===== src/rtl/scan_index_sequencer_if.sv =====
// Control/observation bundle for scan_index_sequencer: run controls in, decoder select and strobes out.
// With SCAN_WRAP_CNT_EN defined the bundle also carries the saturating wrap counter.
interface scan_index_sequencer_if #(
    parameter int DWELL_W = 8
);
    logic               en;
    logic               mode;
    logic               dir;
    logic [DWELL_W-1:0] dwell;
    logic               step;
    logic               load;
    logic [2:0]         load_idx;
    logic               x;
    logic               y;
    logic               z;
    logic               tick;
    logic               wrap;
`ifdef SCAN_WRAP_CNT_EN
    logic [7:0]         wrap_cnt;
`endif

    modport master (
        output en, mode, dir, dwell, step, load, load_idx,
        input  x, y, z, tick, wrap
`ifdef SCAN_WRAP_CNT_EN
        , input wrap_cnt
`endif
    );

    modport slave (
        input  en, mode, dir, dwell, step, load, load_idx,
        output x, y, z, tick, wrap
`ifdef SCAN_WRAP_CNT_EN
        , output wrap_cnt
`endif
    );
endinterface


===== src/rtl/scan_index_sequencer.sv =====
// Steps the 3-bit decoder select {x,y,z} through 0..7 (linear up/down or ping-pong) at a dwell rate.
// Optional SCAN_WRAP_CNT_EN adds a saturating count of wrap/turnaround events on wrap_cnt.
module scan_index_sequencer #(
    parameter int DWELL_W = 8
) (
    input  logic                 clk,
    input  logic                 rst_n,
    scan_index_sequencer_if.slave bus
);
    typedef enum logic [1:0] {IDLE, RUN, STEP} state_t;

    state_t             state, state_nxt;
    logic [2:0]         idx, idx_nxt;
    logic [DWELL_W-1:0] cnt, cnt_nxt;
    logic               pp_dir, pp_dir_nxt;   // ping-pong travel: 0 = up, 1 = down
    logic               step_q;
    logic               step_rise;
    logic               advance;
    logic               wrap_nxt;
    logic               tick_r, wrap_r;

    assign step_rise = bus.step & ~step_q;

    // NOTE: sequential state uses non-blocking assignments so every register samples pre-edge values.
    always_ff @(posedge clk) begin
        if (!rst_n) begin
            state  <= IDLE;
            idx    <= '0;
            cnt    <= '0;
            pp_dir <= 1'b0;
            step_q <= 1'b0;
            tick_r <= 1'b0;
            wrap_r <= 1'b0;
        end else begin
            state  <= state_nxt;
            idx    <= idx_nxt;
            cnt    <= cnt_nxt;
            pp_dir <= pp_dir_nxt;
            step_q <= bus.step;
            tick_r <= advance;
            wrap_r <= wrap_nxt;
        end
    end

    // NOTE: every combinational output gets a default first so no path leaves it unassigned (no latch).
    always_comb begin
        state_nxt = IDLE;
        if (bus.load)
            state_nxt = IDLE;
        else if (bus.en)
            state_nxt = RUN;
        else if (state == IDLE && step_rise)
            state_nxt = STEP;
    end

    always_comb begin
        advance = 1'b0;
        if (!bus.load) begin
            if (bus.en)
                advance = (cnt >= bus.dwell);   // >= so a lowered dwell expires at once
            else
                advance = (state_nxt == STEP);
        end

        cnt_nxt = '0;
        if (!bus.load && bus.en && !advance)
            cnt_nxt = cnt + 1'b1;

        pp_dir_nxt = pp_dir;
        if (!bus.load && !bus.mode)
            pp_dir_nxt = bus.dir;

        idx_nxt  = idx;
        wrap_nxt = 1'b0;
        if (bus.load) begin
            idx_nxt = bus.load_idx;
        end else if (advance) begin
            if (!bus.mode) begin
                if (bus.dir) begin
                    idx_nxt  = idx - 3'd1;
                    wrap_nxt = (idx == 3'd0);
                end else begin
                    idx_nxt  = idx + 3'd1;
                    wrap_nxt = (idx == 3'd7);
                end
            end else if (!pp_dir) begin
                if (idx == 3'd7) begin
                    idx_nxt    = 3'd6;
                    pp_dir_nxt = 1'b1;
                    wrap_nxt   = 1'b1;
                end else begin
                    idx_nxt = idx + 3'd1;
                end
            end else begin
                if (idx == 3'd0) begin
                    idx_nxt    = 3'd1;
                    pp_dir_nxt = 1'b0;
                    wrap_nxt   = 1'b1;
                end else begin
                    idx_nxt = idx - 3'd1;
                end
            end
        end
    end

    assign bus.x    = idx[2];
    assign bus.y    = idx[1];
    assign bus.z    = idx[0];
    assign bus.tick = tick_r;
    assign bus.wrap = wrap_r;

`ifdef SCAN_WRAP_CNT_EN
    logic [7:0] wrap_cnt_r;

    always_ff @(posedge clk) begin
        if (!rst_n || bus.load)
            wrap_cnt_r <= '0;
        else if (wrap_nxt && wrap_cnt_r != 8'hff)
            wrap_cnt_r <= wrap_cnt_r + 8'd1;
    end

    assign bus.wrap_cnt = wrap_cnt_r;
`endif
endmodule


===== src/flat_wrapper.sv =====
// flat-port wrapper written by rule: the top's interface ports become plain ports
module scan_index_sequencer_flat 
#(
    parameter int DWELL_W = 8
)
  (clk, rst_n, bus_en, bus_mode, bus_dir, bus_dwell, bus_step, bus_load, bus_load_idx, bus_x, bus_y, bus_z, bus_tick, bus_wrap);
  scan_index_sequencer_if #(.DWELL_W(DWELL_W)) bus_i ();
  input  logic clk;
  input  logic rst_n;
  input wire logic [$bits(bus_i.en)-1:0] bus_en;
  input wire logic [$bits(bus_i.mode)-1:0] bus_mode;
  input wire logic [$bits(bus_i.dir)-1:0] bus_dir;
  input wire logic [$bits(bus_i.dwell)-1:0] bus_dwell;
  input wire logic [$bits(bus_i.step)-1:0] bus_step;
  input wire logic [$bits(bus_i.load)-1:0] bus_load;
  input wire logic [$bits(bus_i.load_idx)-1:0] bus_load_idx;
  output wire logic [$bits(bus_i.x)-1:0] bus_x;
  output wire logic [$bits(bus_i.y)-1:0] bus_y;
  output wire logic [$bits(bus_i.z)-1:0] bus_z;
  output wire logic [$bits(bus_i.tick)-1:0] bus_tick;
  output wire logic [$bits(bus_i.wrap)-1:0] bus_wrap;
  assign bus_i.en = bus_en;
  assign bus_i.mode = bus_mode;
  assign bus_i.dir = bus_dir;
  assign bus_i.dwell = bus_dwell;
  assign bus_i.step = bus_step;
  assign bus_i.load = bus_load;
  assign bus_i.load_idx = bus_load_idx;
  assign bus_x = bus_i.x;
  assign bus_y = bus_i.y;
  assign bus_z = bus_i.z;
  assign bus_tick = bus_i.tick;
  assign bus_wrap = bus_i.wrap;
  scan_index_sequencer #(.DWELL_W(DWELL_W)) u_core (.clk(clk), .rst_n(rst_n), .bus(bus_i));
endmodule

===== config.mk =====
export PLATFORM = sky130hd
export DESIGN_NAME = scan_index_sequencer_flat
export DESIGN_NICKNAME = d
export VERILOG_FILES = /design/src/rtl/scan_index_sequencer_if.sv /design/src/rtl/scan_index_sequencer.sv /design/src/flat_wrapper.sv
export SDC_FILE = /design/constraint.sdc
export NUM_CORES = 1
export LEC_CHECK = 0
export ABC_AREA = 1
export CAP_MARGIN = 5
export CORE_MARGIN = 2
export CORE_UTILIZATION = 45
export DETAILED_ROUTE_END_ITERATION = 7
export DONT_BUFFER_PORTS = 1
export PLACE_DENSITY = 0.66
export RECOVER_POWER = 100
export SLEW_MARGIN = 0
export SYNTH_ARGS = -nofsm -noshare
export SYNTH_HDL_FRONTEND = slang
export SYNTH_SLANG_ARGS = --single-unit

===== constraint.sdc =====
create_clock -name clk -period 2.21 [get_ports clk]
set_input_delay 0.221 -clock clk [delete_from_list [all_inputs] [get_ports clk]]
set_output_delay 0.221 -clock clk [all_outputs]
set_load 0.1 [all_outputs]

==> reports/summary.md, run 1 <==
Based on the critical path, the design can be clocked at up to 567 MHz. After layout, the worst path uses 79.9% of the clock period. After synthesis, the netlist uses 27 different library cells. Leakage power: 0.644 nW.

TritonCTS built the clock tree. The cell type group with the largest total delay on the critical path is buffers and inverters. The total standard cell area after synthesis came out at 1200 sq um.

The number of buffers inserted by port buffering is 0. Detailed routing inserted a total of 976 vias. Counting flops with an async set or reset pin after synthesis yields a share of 0%. The run gives 22.5% as the normalized max-slew margin. In the final routed layout, each cell accounts on average for 10.6 um. The clock passes through at most 2 buffers.

Yosys attributes the largest share of cell area to sky130_fd_sc_hd__dfxtp_1 28%, sky130_fd_sc_hd__ha_1 16%, sky130_fd_sc_hd__inv_1 8.5%. For the first-pass iteration count of the detailed router, the log shows 4. TritonCTS created 3 clock buffers.

The critical path goes through clkbuf_1. Setup violations remaining at the end of the flow were counted as 0. Across the VDD grid, the largest voltage drop is 0.388 mV. The clock sink count came out at 17.

The type of element launching the critical path was a flip-flop. The insertion delay of the later-clocked pin in the worst-skew pair was 0.29 ns. Overall power consumption after layout is estimated at 0.000655 W. The count of flip-flops with a built-in enable after synthesis was 0; the count of maximum capacitance violations was 0. Setup repair after global routing left no endpoint under its margin. The startpoint identified for the worst hold timing path is rst_n.

The worst clock skew is 0.00731 ns. For this design the top-level I/O count stands at 23. Global routing consumed, over all layers together, 15.1% of the routing resources.

The placer's final routability congestion estimate came out at 0.895. The number of antenna violations at the first check in global routing was 0; the final net count was 204. Critical path's slowest cell: sky130_fd_sc_hd__clkbuf_1. Number of global-route vias before repair: 911. The total of fill cells in the finished design was 260.

The die span in y was 55.6 um; the full die area was 3090 sq um. The largest fanout on the critical path was 3; the placed wire-length estimate was 1.68 mm. The total congestion overflow after global routing came out at 0. After detailed routing, the number of remaining DRC violations is 0. The post-synthesis net count is 195. The number of antenna-violating nets in the routed design was 0.

Worst hold-check path type: in2reg. At the worst endpoint, the required time is 1.99 ns. The startpoint of the most critical register-to-register path is u_core.cnt[3]. For this block, the routed nets add up to 2.12 mm of wire.

Synthesized netlist cell count: 162. The final critical delay including setup and external delays came out at 1.76 ns. The buffer and inverter count on the worst path came out at 1. The clock-pin transition on the worst setup and hold timing paths was 0.10 ns.

The flow ran to the end, and the final reports show no timing, DRC or antenna violations. Adding up every negative setup slack in the final design gives 0 ns. Final hold analysis gives a worst-case slack of 0.0153 ns. A synthesized cell averages 7.38 sq um. The flip-flop cell with the highest count after synthesis was sky130_fd_sc_hd__dfxtp_1. The first global-routing pass estimated 3.75 mm of wire. The ratio of cells with drive above 1 in the final layout is 6.47%. The ratio of total power to cell area came out at 535 nW/um^2. The cell taking the most area after synthesis is sky130_fd_sc_hd__dfxtp_1. The clock root buffer was sky130_fd_sc_hd__clkbuf_4.

Data arrives at the worst endpoint at 1.54 ns. For this run, the share of the core covered by cells in the final layout is 48.9%. The run gives 23 as the starting DRC count in detailed routing. For the H-tree level count, the log shows 1. The initial utilization of the core area, before any placement, comes to 47.8%. Transition time at the pin with the least slew margin: 1.17 ns. In this run the biggest area consumer among cell types represents 28.5% of the synthesized area. The critical path is of the reg2out type.

Measured along the x axis, the die boundary spans 55.6 um. Compared with the post-synthesis result, the final layout area differs by 2.30%. For this run, the number of Yosys warnings is 0. The repair_antennas step left the layout with diodes totalling 0. After synthesis the netlist holds a flip-flop and latch count of 17. In the routed layout, each cell is associated on average with a via count of 4.88.

The initialized floorplan defines 18 standard-cell rows. Entering global routing, the biggest net connects 13 pins. The run gives 0 as the count of endpoints failing hold in the final timing report. STA classifies the critical path endpoint as an output port.

The run gives 2500 sq um as the placeable core region. For the max-slew violation total from the final report, the log shows 0. Sequential cells were found to cover 28.5% of the synthesized design area. The tools report the worst setup path startpoint as u_core.idx[0].

For this run, the slowest stage of the critical path takes 0.88 ns.
## placed cells by master, fill, tap and decap left out, drive strengths merged
| cell | synthesis | layout |
|---|---|---|
| o211ai | 1 | 1 |
| nor3 | 1 | 1 |
| nand4 | 2 | 2 |
| a31oi | 2 | 2 |
| nand3 | 13 | 13 |
| nor2 | 28 | 28 |
| nand2 | 28 | 28 |
| or2 | 1 | 1 |
| ha | 15 | 15 |
| xor2 | 2 | 2 |
| o21ai | 4 | 4 |
| inv | 29 | 29 |
| buf | 1 | 1 |
| clkbuf | 1 | 8 |
| nand3b | 1 | 1 |
| dfxtp | 17 | 17 |
| xnor2 | 3 | 3 |
| a21oi | 12 | 12 |
| a21o | 1 | 1 |
| dlygate4sd3 | 0 | 1 |
## registers in the layout (all words and copies together), names as in the netlist
signal and flops:
u_core.bus.tick 1, u_core.idx 3, u_core.pp_dir 1, u_core.cnt 8
u_core.bus.wrap 1, u_core.step_q 1, u_core.state 2
## report_power, final
part,total (W),switching (W),internal (W)
registers,0.000326,0.00000873,0.000317
clock network,0.000170,0.000100,0.0000702
logic,0.000159,0.000112,0.0000465
total,0.000655,0.000221,0.000434
## metal layers
layer	vias to the layer above	wire (um)	global-route usage [%]
met3	2	114	5.39
met5	-	0	0
met2	19	938	24.8
met4	0	20	4.88
li1	527	-	-
met1	428	1040	18.3
## final timing paths
kind,end,slack [ns],depth (start not counted)
max,bus_z,0.45,1
min,u_core.step_q,0.02,2
max reg2reg,u_core.idx[1],0.53,11
min reg2reg,u_core.cnt[0],0.47,1
## final cells by class
type | instances | area, sq um | area share (%)
Multi-Input combinational cell | 114 | 678 | 55.4
Sequential cell | 17 | 340 | 27.8
Inverter | 29 | 109 | 8.90
Tap cell | 30 | 37.5 | 3.07
Timing Repair Buffer | 6 | 32.5 | 2.66
Clock buffer | 4 | 26.3 | 2.15
## synthesized netlist by cell type (3+ instances only)
| library cell | instances |
|---|---|
| sky130_fd_sc_hd__a21oi_1 | 12 |
| sky130_fd_sc_hd__nor2_1 | 27 |
| sky130_fd_sc_hd__nand3_1 | 10 |
| sky130_fd_sc_hd__nand2_1 | 25 |
| sky130_fd_sc_hd__ha_1 | 15 |
| sky130_fd_sc_hd__xnor2_1 | 3 |
| sky130_fd_sc_hd__inv_1 | 27 |
| sky130_fd_sc_hd__dfxtp_1 | 17 |
## cell families after synthesis
| logic type | synth area share (%) |
|---|---|
| AO/OA/AOI/OAI | 9.41 |
| XOR/XNOR | 3.66 |
| adder cells (fa/ha/maj) | 15.7 |
| buffers and inverters | 10.7 |
| flip-flops | 28.5 |
| AND/OR/NAND/NOR | 32.1 |
## timing repair
action	CTS	global route
buffers inserted	0	0
hold buffers	1	0
endpoints found under the hold margin	1	0
resized for setup	0	0
## per-stage QoR
stage	area (sq um)	worst slack, ns	std cells
final	1220	0.445	200
after floorplan	1200	0.0119	162
after global routing	1220	0.313	200
after detailed placement	1250	0.649	195
after global placement	1250	0.668	195
after CTS	1290	0.626	200
(Power assumes the default switching activity.)
==> run 2: changes to the inputs <==
==> constraint.sdc (replaced) <==
create_clock -name clk -period 1.75 [get_ports clk]
set_input_delay 0.175 -clock clk [delete_from_list [all_inputs] [get_ports clk]]
set_output_delay 0.175 -clock clk [all_outputs]
set_load 0.1 [all_outputs]
==> run 2 against run 1 <==
Effect of this change:
- routed wire length is 6.5% higher
- combinational power is 30% higher
- die area stayed put
- power is 26% higher
- non-clock buffer count is 2 higher
- final cell count is 1.0% higher
- first-iteration DRC count is 52% lower
- highest routed layer unchanged
- flip-flop and latch count stayed put
==> reports/summary.md, run 2 (synthesis results as in run 1) <==
The flow ran to the end, and the final reports show no timing, DRC or antenna violations. The largest incremental delay on the critical path is 0.44 ns (was 0.88 ns). For the placed wire-length estimate, the log shows 1.79 mm (was 1.68 mm).

The run gives 0 (unchanged) as the count of endpoints failing hold in the final timing report. Number of standard cells in the final layout excluding fillers: 202 (was 200). The tools report the insertion delay of the later-clocked pin in the worst-skew pair as 0.28 ns (was 0.29 ns). The area taken by flip-flops and latches was 349 sq um (was 340 sq um); the total of fill cells in the finished design was 260 (unchanged). The die span in y is 55.6 um (unchanged).

Most used cells in the layout excluding fill and tap cells: 27 x sky130_fd_sc_hd__inv_1, 27 x sky130_fd_sc_hd__nor2_1, 25 x sky130_fd_sc_hd__nand2_1 (was 27 x sky130_fd_sc_hd__inv_1, 27 x sky130_fd_sc_hd__nand2_1, 27 x sky130_fd_sc_hd__nor2_1). The buffer levels on the longest clock path was 2 (unchanged). The leakage power came out at 0.671 nW (was 0.644 nW). The number of antenna violations at the first check in global routing was 0 (unchanged).

The kind of critical path is reg2reg (was reg2out). The tools report the clock sink count as 17 (unchanged). The tools report the type of destination of the critical path as a flip-flop (was an output port). For the critical path data required time, the log shows 1.93 ns (was 1.99 ns).

The number of flip-flops in the largest register came out at 8 (unchanged). The tools report the number of failing setup endpoints in the final timing report as 0 (unchanged). The tools report the starting density of the core as 47.8% (unchanged).

Number of buffers inserted during clock tree synthesis: 3 (unchanged). Critical-path cell list: ha_1, nand2_1, nand2_1, nor2_1, nand2_1, nand2_2, nand3_4, nand2_2, nand3_1, nand2_1, nor2_1 (was clkbuf_1). The number of global-route vias before repair was 949 (was 911); the number of top-level pins was 23 (unchanged). Ratio of total power to cell area: 645 nW/um^2 (was 535 nW/um^2).

The average via count per standard cell is 5.02 (was 4.88), and the number of buffers added to fix hold violations after cts is 3 (was 1). The critical path's slowest cell is sky130_fd_sc_hd__dfxtp_1 (was sky130_fd_sc_hd__clkbuf_1). Top flop regs: u_core.cnt x8, u_core.idx x3, u_core.state x2 (unchanged).

Post-cts gate resize count: 0 (unchanged). The worst hold-check path type was in2reg (unchanged). The horizontal die dimension was 55.6 um (unchanged); the final net count was 206 (was 204). The aggregate negative setup slack was 0 ns (unchanged). Setup repair after global routing left no endpoint under its margin.

The minimum setup slack in the final design is 0.208 ns (was 0.445 ns). Placeable core region: 2500 sq um (unchanged). The worst path uses 88.1% of the clock period. The residual DRC count was 0 (unchanged). Derived from the worst setup path, the maximum achievable clock frequency is 648 MHz. The data arrival at the endpoint of the critical path is 1.73 ns (was 1.54 ns), and the worst IR drop on VDD is 0.378 mV (was 0.388 mV). The logs give 0.00104 ns (was 0.00731 ns) for the worst clock skew and 1 (unchanged) for the H-tree level count. The number of placed instances with taps included is 195 (unchanged), and the worst slack on hold paths is 0.0229 ns (was 0.0153 ns). The starting DRC count in detailed routing is 11 (was 23), and the first-pass iteration count of the detailed router is 4 (unchanged). The number of antenna-violating nets in the routed design is 0 (unchanged). The run gives 0 (unchanged) as the number of buffers added for setup after CTS.

The total area of multi-input combinational cells was 701 sq um (was 678 sq um); the routed wire length was 2.25 mm (was 2.12 mm). The utilization after layout is 51.1% (was 48.9%). TritonCTS built the clock tree.

The full die area was 3090 sq um (unchanged). The routed via count is 1015 (was 976). The tools report the number of inserted diodes as 0 (unchanged).

The type of element launching the critical path is a flip-flop (unchanged). The layout overhead on the synthesized area came out at 6.80% (was 2.30%). The total track usage was 15.7% (was 15.1%).

The clock root buffer is sky130_fd_sc_hd__clkbuf_4 (unchanged). The number of buffers inserted by port buffering is 0 (unchanged). The tools report the worst slack after detailed placement as 0.230 ns (was 0.649 ns).

Routed length per placed instance: 11.2 um (was 10.6 um). The clock-pin transition on the worst setup and hold timing paths works out to 0.09 ns (was 0.10 ns). The logs give 0.814 (was 0.895) for the placer's final routability congestion estimate and 0 (unchanged) for the count of maximum capacitance violations. The final critical delay including setup and external delays is 1.54 ns, and the maximum number of pins on one net before global-route repair is 13 (unchanged). Transition time at the pin with the least slew margin: 0.542 ns (was 1.17 ns).

The normalized max-slew margin came out at 64.0% (was 22.5%). The tools report the total congestion overflow after global routing as 0 (unchanged). The tools report the max-slew violation total from the final report as 0 (unchanged). The tools report the number of cell rows as 18 (unchanged). The cell that appears most often on the critical path is sky130_fd_sc_hd__nand2_1. The first-pass GRT wire length came out at 3.97 mm (was 3.75 mm).

Register containing the most flip-flops in the final layout: u_core.cnt (unchanged). The largest fanout on the critical path was 6 (was 3). The ratio of cells with drive above 1 in the final layout is 12.8% (was 6.47%).
[run 2: worst max-delay path: cells and delay by family, from the launching register on]
kind	cells	cell delay, ns
AND/OR/NAND/NOR	10	0.73
flip-flops	1	0.44
adder cells (fa/ha/maj)	1	0.28
[run 2: path summary, 6_finish.rpt]
path / slack (ns) / end / start / cells after the start
hold / removal: 0.02 / u_core.state[1] / rst_n / 2
setup reg to reg: 0.21 / u_core.idx[2] / u_core.cnt[3] / 11
hold reg to reg: 0.47 / u_core.cnt[0] / u_core.cnt[0] / 1
setup / recovery: 0.21 / u_core.idx[2] / u_core.cnt[3] / 11
[run 2: per-layer routing]
layer  part of all wire, %  vias to the layer above  global-route usage (%)
met5                     0                        -                       0
met4                   1.0                        0                    5.23
met3                   5.5                        4                    4.45
met2                    44                       25                    25.5
met1                    49                      452                    19.9
li1                      -                      534                       -
[run 2: power by group]
group / internal [W] / switching [W] / leakage [nW] / total (W)
clock: 0.0000884 / 0.000117 / 0.0150 / 0.000205
combinational: 0.0000630 / 0.000143 / 0.516 / 0.000206
sequential: 0.000401 / 0.0000119 / 0.140 / 0.000413
total: 0.000553 / 0.000271 / 0.671 / 0.000824
[run 2: cell type report]
type	instances	area share (%)
Tap cell	30	2.94
Timing Repair Buffer	8	4.31
Sequential cell	17	27.3
Inverter	29	8.52
Multi-Input combinational cell	114	54.8
Clock buffer	4	2.06
[run 2: stage by stage]
stage | area [sq um] | total power, W
after CTS | 1320 | 0.000849
after floorplan | 1200 | 0.000600
final | 1280 | 0.000824
after global routing | 1280 | 0.000888
after global placement | 1260 | 0.000627
after detailed placement | 1260 | 0.000631
